### src/rtl/button_reader.sv
// button_reader: synchronises, debounces and classifies NBTN active-low push
// buttons into level, press, release, short-press and long-press events.
// All state advances on a shared prescaled sample tick; everything is
// single-clock with a synchronous active-high reset.
module button_reader #(
    parameter int unsigned NBTN       = 3,
    parameter int unsigned TICK_W     = 17,
    parameter int unsigned DEB_TICKS  = 4,
    parameter int unsigned LONG_TICKS = 400
) (
    input  logic            CLK,
    input  logic            RST,
    input  logic [NBTN-1:0] BTN_N,
    output logic [NBTN-1:0] BTN_LEVEL,
    output logic [NBTN-1:0] BTN_PRESS,
    output logic [NBTN-1:0] BTN_RELEASE,
    output logic [NBTN-1:0] BTN_SHORT,
    output logic [NBTN-1:0] BTN_LONG,
    output logic            TICK
);

    localparam int unsigned DCNT_W = $clog2(DEB_TICKS + 1);
    localparam int unsigned HCNT_W = $clog2(LONG_TICKS + 1);

    // Prescaler value one cycle before the all-ones count, so TICK can be
    // registered and still be high exactly while the count is all-ones.
    localparam logic [TICK_W-1:0] PRESC_LAST = {TICK_W{1'b1}};
    localparam logic [TICK_W-1:0] PRESC_PRE  = PRESC_LAST - TICK_W'(1);

    localparam logic [DCNT_W-1:0] DEB_LIMIT  = DCNT_W'(DEB_TICKS);
    localparam logic [HCNT_W-1:0] LONG_LIMIT = HCNT_W'(LONG_TICKS);

    typedef enum logic [1:0] {
        ST_IDLE     = 2'd0,
        ST_HELD     = 2'd1,
        ST_LONGHELD = 2'd2
    } state_t;

    logic [TICK_W-1:0] presc;
    logic [NBTN-1:0]   sync_a;
    logic [NBTN-1:0]   sync_b;

    // Free-running prescaler with a registered strobe on the all-ones count
    always_ff @(posedge CLK) begin
        if (RST) begin
            presc <= '0;
            TICK  <= 1'b0;
        end else begin
            presc <= presc + TICK_W'(1);
            TICK  <= (presc == PRESC_PRE);
        end
    end

    // Two-flop synchroniser; pins are inverted so 1 means pressed
    always_ff @(posedge CLK) begin
        if (RST) begin
            sync_a <= '0;
            sync_b <= '0;
        end else begin
            sync_a <= ~BTN_N;
            sync_b <= sync_a;
        end
    end

    for (genvar i = 0; i < NBTN; i++) begin : g_btn
        logic [DCNT_W-1:0] dcnt;
        logic [DCNT_W-1:0] dcnt_inc;
        logic [HCNT_W-1:0] hcnt;
        logic [HCNT_W-1:0] hcnt_inc;
        logic              level;
        logic              mismatch;
        logic              accept;
        logic              rise;
        logic              fall;
        logic              press_q;
        logic              rel_q;
        logic              short_q;
        logic              long_q;
        state_t            state;

        // Decide whether this cycle's tick completes a debounce run
        always_comb begin
            mismatch = sync_b[i] ^ level;
            dcnt_inc = dcnt + DCNT_W'(1);
            hcnt_inc = hcnt + HCNT_W'(1);
            accept   = mismatch && TICK && (dcnt_inc == DEB_LIMIT);
            rise     = accept && !level;
            fall     = accept && level;
        end

        // Debounce counter, debounced level and edge pulses
        always_ff @(posedge CLK) begin
            if (RST) begin
                dcnt    <= '0;
                level   <= 1'b0;
                press_q <= 1'b0;
                rel_q   <= 1'b0;
            end else begin
                press_q <= rise;
                rel_q   <= fall;
                if (!mismatch) begin
                    dcnt <= '0;
                end else if (TICK) begin
                    if (accept) begin
                        level <= ~level;
                        dcnt  <= '0;
                    end else begin
                        dcnt <= dcnt_inc;
                    end
                end
            end
        end

        // Hold classifier: a release always beats a coincident long threshold
        always_ff @(posedge CLK) begin
            if (RST) begin
                state   <= ST_IDLE;
                hcnt    <= '0;
                short_q <= 1'b0;
                long_q  <= 1'b0;
            end else begin
                short_q <= 1'b0;
                long_q  <= 1'b0;
                case (state)
                    ST_IDLE: begin
                        if (rise) begin
                            state <= ST_HELD;
                            hcnt  <= '0;
                        end
                    end
                    ST_HELD: begin
                        if (fall) begin
                            state   <= ST_IDLE;
                            short_q <= 1'b1;
                        end else if (TICK) begin
                            hcnt <= hcnt_inc;
                            if (hcnt_inc == LONG_LIMIT) begin
                                state  <= ST_LONGHELD;
                                long_q <= 1'b1;
                            end
                        end
                    end
                    ST_LONGHELD: begin
                        if (fall) begin
                            state <= ST_IDLE;
                        end
                    end
                    default: begin
                        state <= ST_IDLE;
                    end
                endcase
            end
        end

        assign BTN_LEVEL[i]   = level;
        assign BTN_PRESS[i]   = press_q;
        assign BTN_RELEASE[i] = rel_q;
        assign BTN_SHORT[i]   = short_q;
        assign BTN_LONG[i]    = long_q;
    end

endmodule

### config.mk
export PLATFORM = sky130hd
export DESIGN_NAME = button_reader
export DESIGN_NICKNAME = d
export VERILOG_FILES = /design/src/rtl/button_reader.sv
export SDC_FILE = /design/constraint.sdc
export NUM_CORES = 1
export LEC_CHECK = 0
export ABC_AREA = 1
export BUFFER_PORTS_ARGS = -buffer_cell sky130_fd_sc_hd__clkbuf_2
export CAP_MARGIN = 20
export CORE_MARGIN = 2
export CORE_UTILIZATION = 45
export CTS_BUF_LIST = sky130_fd_sc_hd__clkbuf_4 sky130_fd_sc_hd__clkbuf_8 sky130_fd_sc_hd__clkbuf_16
export DETAILED_ROUTE_END_ITERATION = 10
export PLACE_DENSITY = 0.61
export SLEW_MARGIN = 0
export SYNTH_ARGS = -nofsm -noshare
export SYNTH_HDL_FRONTEND = slang
export SYNTH_SLANG_ARGS = --single-unit
export TNS_END_PERCENT = 30
### constraint.sdc
create_clock -name CLK -period 2.9 [get_ports CLK]
set_input_delay 0.435 -clock CLK [delete_from_list [all_inputs] [get_ports CLK]]
set_output_delay 0.435 -clock CLK [all_outputs]
set_load 0.02 [all_outputs]
Word-level counts from Yosys, hierarchy flattened
Index checks and enable logic that the tools add are counted.
{ "totals": {"reg_bits": 81, "input_bits": 5, "output_inout_bits": 16, "wordCells": 158} }
{ "classes": {"addsub": 7, "eq_ne": 31, "muxes": 39, "bitwise": 14, "n_reduce_logical": 39} }
{ "ops": {"columns": ["operator", "count"], "rows": [
  ["$mux W9", 9],
  ["$pmux W9 S2", 3],
  ["$mux W2", 15],
  ["$add A9 B1 Y9 const B", 3],
  ["$eq A9 B9 Y1 const B", 3],
  ["$ne A2 B2 Y1 const B", 12],
  ["$reduce_and A4 Y1", 6],
  ["$ne A3 B3 Y1 const B", 6],
  ["$pmux W2 S3", 3],
  ["$add A17 B1 Y17 const B", 1],
  ["$eq A17 B17 Y1 const B", 1],
  ["$logic_and A1 B1 Y1", 12],
  ["$reduce_or A2 Y1", 6],
  ["$reduce_or A4 Y1", 3],
  ["$not A1 Y1", 10],
  ["$add A3 B1 Y3 const B", 3],
  ["$eq A3 B3 Y1 const B", 3],
  ["$mux W3", 3],
  ["$reduce_and A3 Y1", 3],
  ["$eq A2 B1 Y1 const B", 3],
  ["$eq A2 B2 Y1 const B", 3],
  ["$logic_not A2 Y1", 3],
  ["$mux W1", 6],
  ["$reduce_bool A2 Y1", 3],
  ["other kinds (3)", 7]
]} }

Logic depth before layout (Yosys ltp)
{ "depth": {"word_depth": 6, "depth_mapped": 12, "mapped_depth_nobuf": 12} }

Worst setup path after synthesis
No wires, ideal clock.
{ "synth_path": {"kind": "reg-to-reg", "from": "register TICK", "to": "register g_btn[0].hcnt[3]", "t_arrival_ns": 1.457, "slack_ns": 1.316, "path_stages_with_launch": 11, "path_cell_list": "dfxtp_1 buf_4 nand2_1 nor2_2 nand3_1 nand2_2 nand2_2 a21oi_4 nand2_1 o21ai_1 nor2_1"} }
{ "synth_via": {"elab_chain_cells": 5, "elab_cells_between_ends": 8, "classes_between": "3 x eq/ne; 5 x reduce/logical"} }
{ "synth_lines": {"columns": ["element", "line_no", "rtl"], "rows": [
  ["from (decl)", "19", "output logic TICK"],
  ["from (signal assigned)", "50", "TICK <= (presc == PRESC_PRE);"],
  ["$logic_and A1 B1 Y1 (2 in series)", "86", "accept = mismatch && TICK && (dcnt_inc == DEB_LIMIT);"],
  ["$logic_and A1 B1 Y1, on equally long branches", "88, 87", null],
  ["$ne A2 B2 Y1 (no source line)", null, null],
  ["$reduce_and A4 Y1 (no source line) *", null, null],
  ["to (signal assigned)", "136", "hcnt <= hcnt_inc;"],
  ["to (decl)", "68", "logic [HCNT_W-1:0] hcnt;"]
]} }
Mark *: on every way between the ends. The rest lies on a longest branch, timed or not.
A chain may end at the register's enable or synchronous reset.

Worst setup path after layout
Ends and elaborated chain as after synthesis.

==> impl_metrics.py <==
metrics = {
    "outcome": {
        "status": "finished, final reports clean",
    },
    "sta": {
        "period_share_pct": 65.8,
        "drv_slew": 0,
        "finalCriticalPeriod_ns": 1.91,
        "relSlewSlack_pct": 52.6,
        "hold_violations": 0,
        "rsz0062_at_grt": "no",
        "tightest_slew_ns": 0.710,
        "setup_viol": 0,
        "timing.fmax_ghz": 0.524,
        "tns_ns": 0,
        "finClkSkew_ns": 0.0139,
    },
    "floorplanning": {
        "fp.dieH_um": 101,
        "dieWidth_um": 101,
        "rows": 35,
        "fp.dieArea_um2": 10200,
        "fp.coreArea_um2": 9150,
        "ios": 21,
        "start_util_pct": 46.1,
    },
    "logic_synthesis": {
        "async_flop_share_pct": 0,
        "synthDistinctLibCells": 27,
        "syn_nets": 639,
        "yosys_warnings": 0,
        "syn_area_per_cell_um2": 6.81,
        "ys_seq_area_share_pct": 38.4,
        "synth_ff_type": "dfxtp_1",
        "syn_inst": 620,
        "synth_edf_count": 0,
        "synth-seq-cells": 81,
        "syn_area_um2": 4220,
    },
    "clock_tree": {
        "clock_path_buffers": 2,
        "cts_tree": "yes",
        "cts_root_buf": "clkbuf_8",
        "post_cts_buffers": 0,
        "numCtsBuffers": 9,
        "clock_latency_ns": 0.35,
        "clk_pin_slew_ns": 0.09,
        "cts_htree_levels": 3,
        "cts_resized": 0,
        "hold_buffers": 0,
        "clock_sinks": 81,
    },
    "final_layout": {
        "layout-drive-gt1-share_pct": 12.3,
        "n_fill_cell": 917,
        "syn_to_final_growth_pct": 7.97,
        "layout_common_cells": "nand2_1, nor2_1, dfxtp_1, inv_1, a21oi_1",
        "finalNetCount": 648,
        "final_common_cell": "nand2_1",
        "diodes": 0,
        "finalInstanceArea_um2": 4560,
    },
    "pwr": {
        "ir_drop_v": 0.000320,
        "p_leak_uw": 0.00175,
        "p_per_area_nw_per_um2": 462,
    },
    "flow_run": {
        "cap_viol_max_count": 0,
    },
    "critical_path": {
        "cp.arrival_ns": 2.13,
        "reg2reg_setup_slack_ns": 0.99,
        "startpoint_type": "flip-flop",
        "cp_common_cell": "nand2_1",
        "worstPathCellList": "inv_1, nand2_1, nand2_2, a21oi_4, nand2_1, o21ai_1, nor2_1",
        "slowest_delay_ns": 0.57,
        "critPathKind": "flip-flop to flip-flop",
        "cp.required_ns": 3.12,
        "cp_max_fo": 16,
        "crit_path_end_kind": "flip-flop",
        "cpMaxStageDelayCell": "dfxtp_1",
    },
    "drt": {
        "drc": 0,
        "drtIter0Drc": 119,
        "postRouteAntennaNets": 0,
        "vias": 3674,
        "wl_per_cell_um": 11.3,
        "avgViaCountPerCell": 4.93,
        "wirelength_um": 8400,
        "dr.pass1.iters": 4,
    },
    "grt": {
        "grtUsageTotal_pct": 17.8,
        "grt_pass1_vias": 3468,
        "grt.overflow.total": 0,
        "grt_pass1_wl_um": 14800,
        "grt_max_degree": 38,
        "grt_antenna_before_repair": 0,
    },
    "place": {
        "post_dp_cell_area_um2": 4330,
        "portBuffers": 20,
        "gp_congestion": 0.852,
        "dp_hpwl_um": 5900,
    },
    "hold_path": {
        "hp-class": "input port to flip-flop",
    },
}
## registers in the layout, summed over array words and instances, names as in the netlist, 3 cells and up
name	count
g_btn.dcnt	9
g_btn.hcnt	27
g_btn.level	3
g_btn.long_q	3
g_btn.press_q	3
g_btn.rel_q	3
g_btn.short_q	3
g_btn.state	6
presc	17
sync_a	3
sync_b	3
## Yosys cell counts (4+ instances only)
cell,n,share of area (%)
nand2_2,10,1.5
o21ai_1,5,0.59
a21oi_1,44,5.2
nor2_1,116,10
nor3_1,13,1.5
buf_4,16,2.8
nor2_2,10,1.5
xor2_1,5,1.0
nand2_1,132,12
nand3_2,7,1.7
inv_1,67,6.0
nand3_1,36,4.3
dfxtp_1,81,38
nor4_1,4,0.59
ha_1,14,4.1
clkbuf_1,6,0.53
o21ai_0,32,3.8
## per-layer routing
metal  part of all wire [%]  vias up  GRT usage (%)
met5                      0        -              0
met4                   0.96        0           5.58
met3                    4.0        9           3.47
met2                     44       63           29.5
met1                     51     1637           23.2
li1                       -     1965              -
## kinds of logic after synthesis
kind of cell / count (synthesis) / share of synthesized area, %
and+or+nand+nor: 338 / 35.2
DFF: 81 / 38.4
buffers and inverters: 95 / 9.87
adders and majority gates: 14 / 4.15
xor gates and xnor gates: 7 / 1.45
AOI/OAI and AO/OA: 85 / 10.9
## area by class of cell
cell class / instances / area (um2) / area share (%)
Tap cell: 111 / 139 / 3.05
Clock buffer: 10 / 138 / 3.02
Sequential cell: 81 / 1620 / 35.6
Inverter: 70 / 263 / 5.76
Multi-Input combinational cell: 444 / 2180 / 47.9
Clock inverter: 6 / 91.3 / 2.00
Timing Repair Buffer: 23 / 123 / 2.69
## worst paths after layout
| kind | from | to | depth (start not counted) |
|---|---|---|---|
| worst max register to register | TICK | g_btn[0].hcnt[3] | 7 |
| worst max-delay path | TICK | g_btn[0].hcnt[3] | 7 |
| worst min-delay path | BTN_N[0] | sync_a[0] | 2 |
| worst min register to register | sync_a[0] | sync_b[0] | 2 |
## worst max-delay path, delay by kind of cell (launching register included)
kind	cells	cell delay [ns]
DFF	1	0.57
and+or+nand+nor	4	0.49
AOI/OAI and AO/OA	2	0.37
buffers and inverters	1	0.35
## through the flow
stage / hold slack (ns) / total power, uW / setup slack [ns] / utilization (%) / instances
final: 0.228 / 2110 / 0.991 / 49.8 / 745
after global placement: 0.392 / 1200 / 0.996 / 47.3 / 729
after floorplan: 0.388 / 1180 / 1.32 / - / 620
after global routing: 0.219 / 2180 / 0.779 / 49.8 / 745
after CTS: 0.220 / 2130 / 0.968 / 49.8 / 745
after detailed placement: 0.398 / 1200 / 1.01 / 47.3 / 729
## power breakdown
group          leakage, uW  switching (uW)  internal, uW
clock network     0.000116             425           512
logic             0.000980            31.8          14.8
registers         0.000654            5.13          1120
total              0.00175             462          1650
Power figures use the tool's default switching activity.
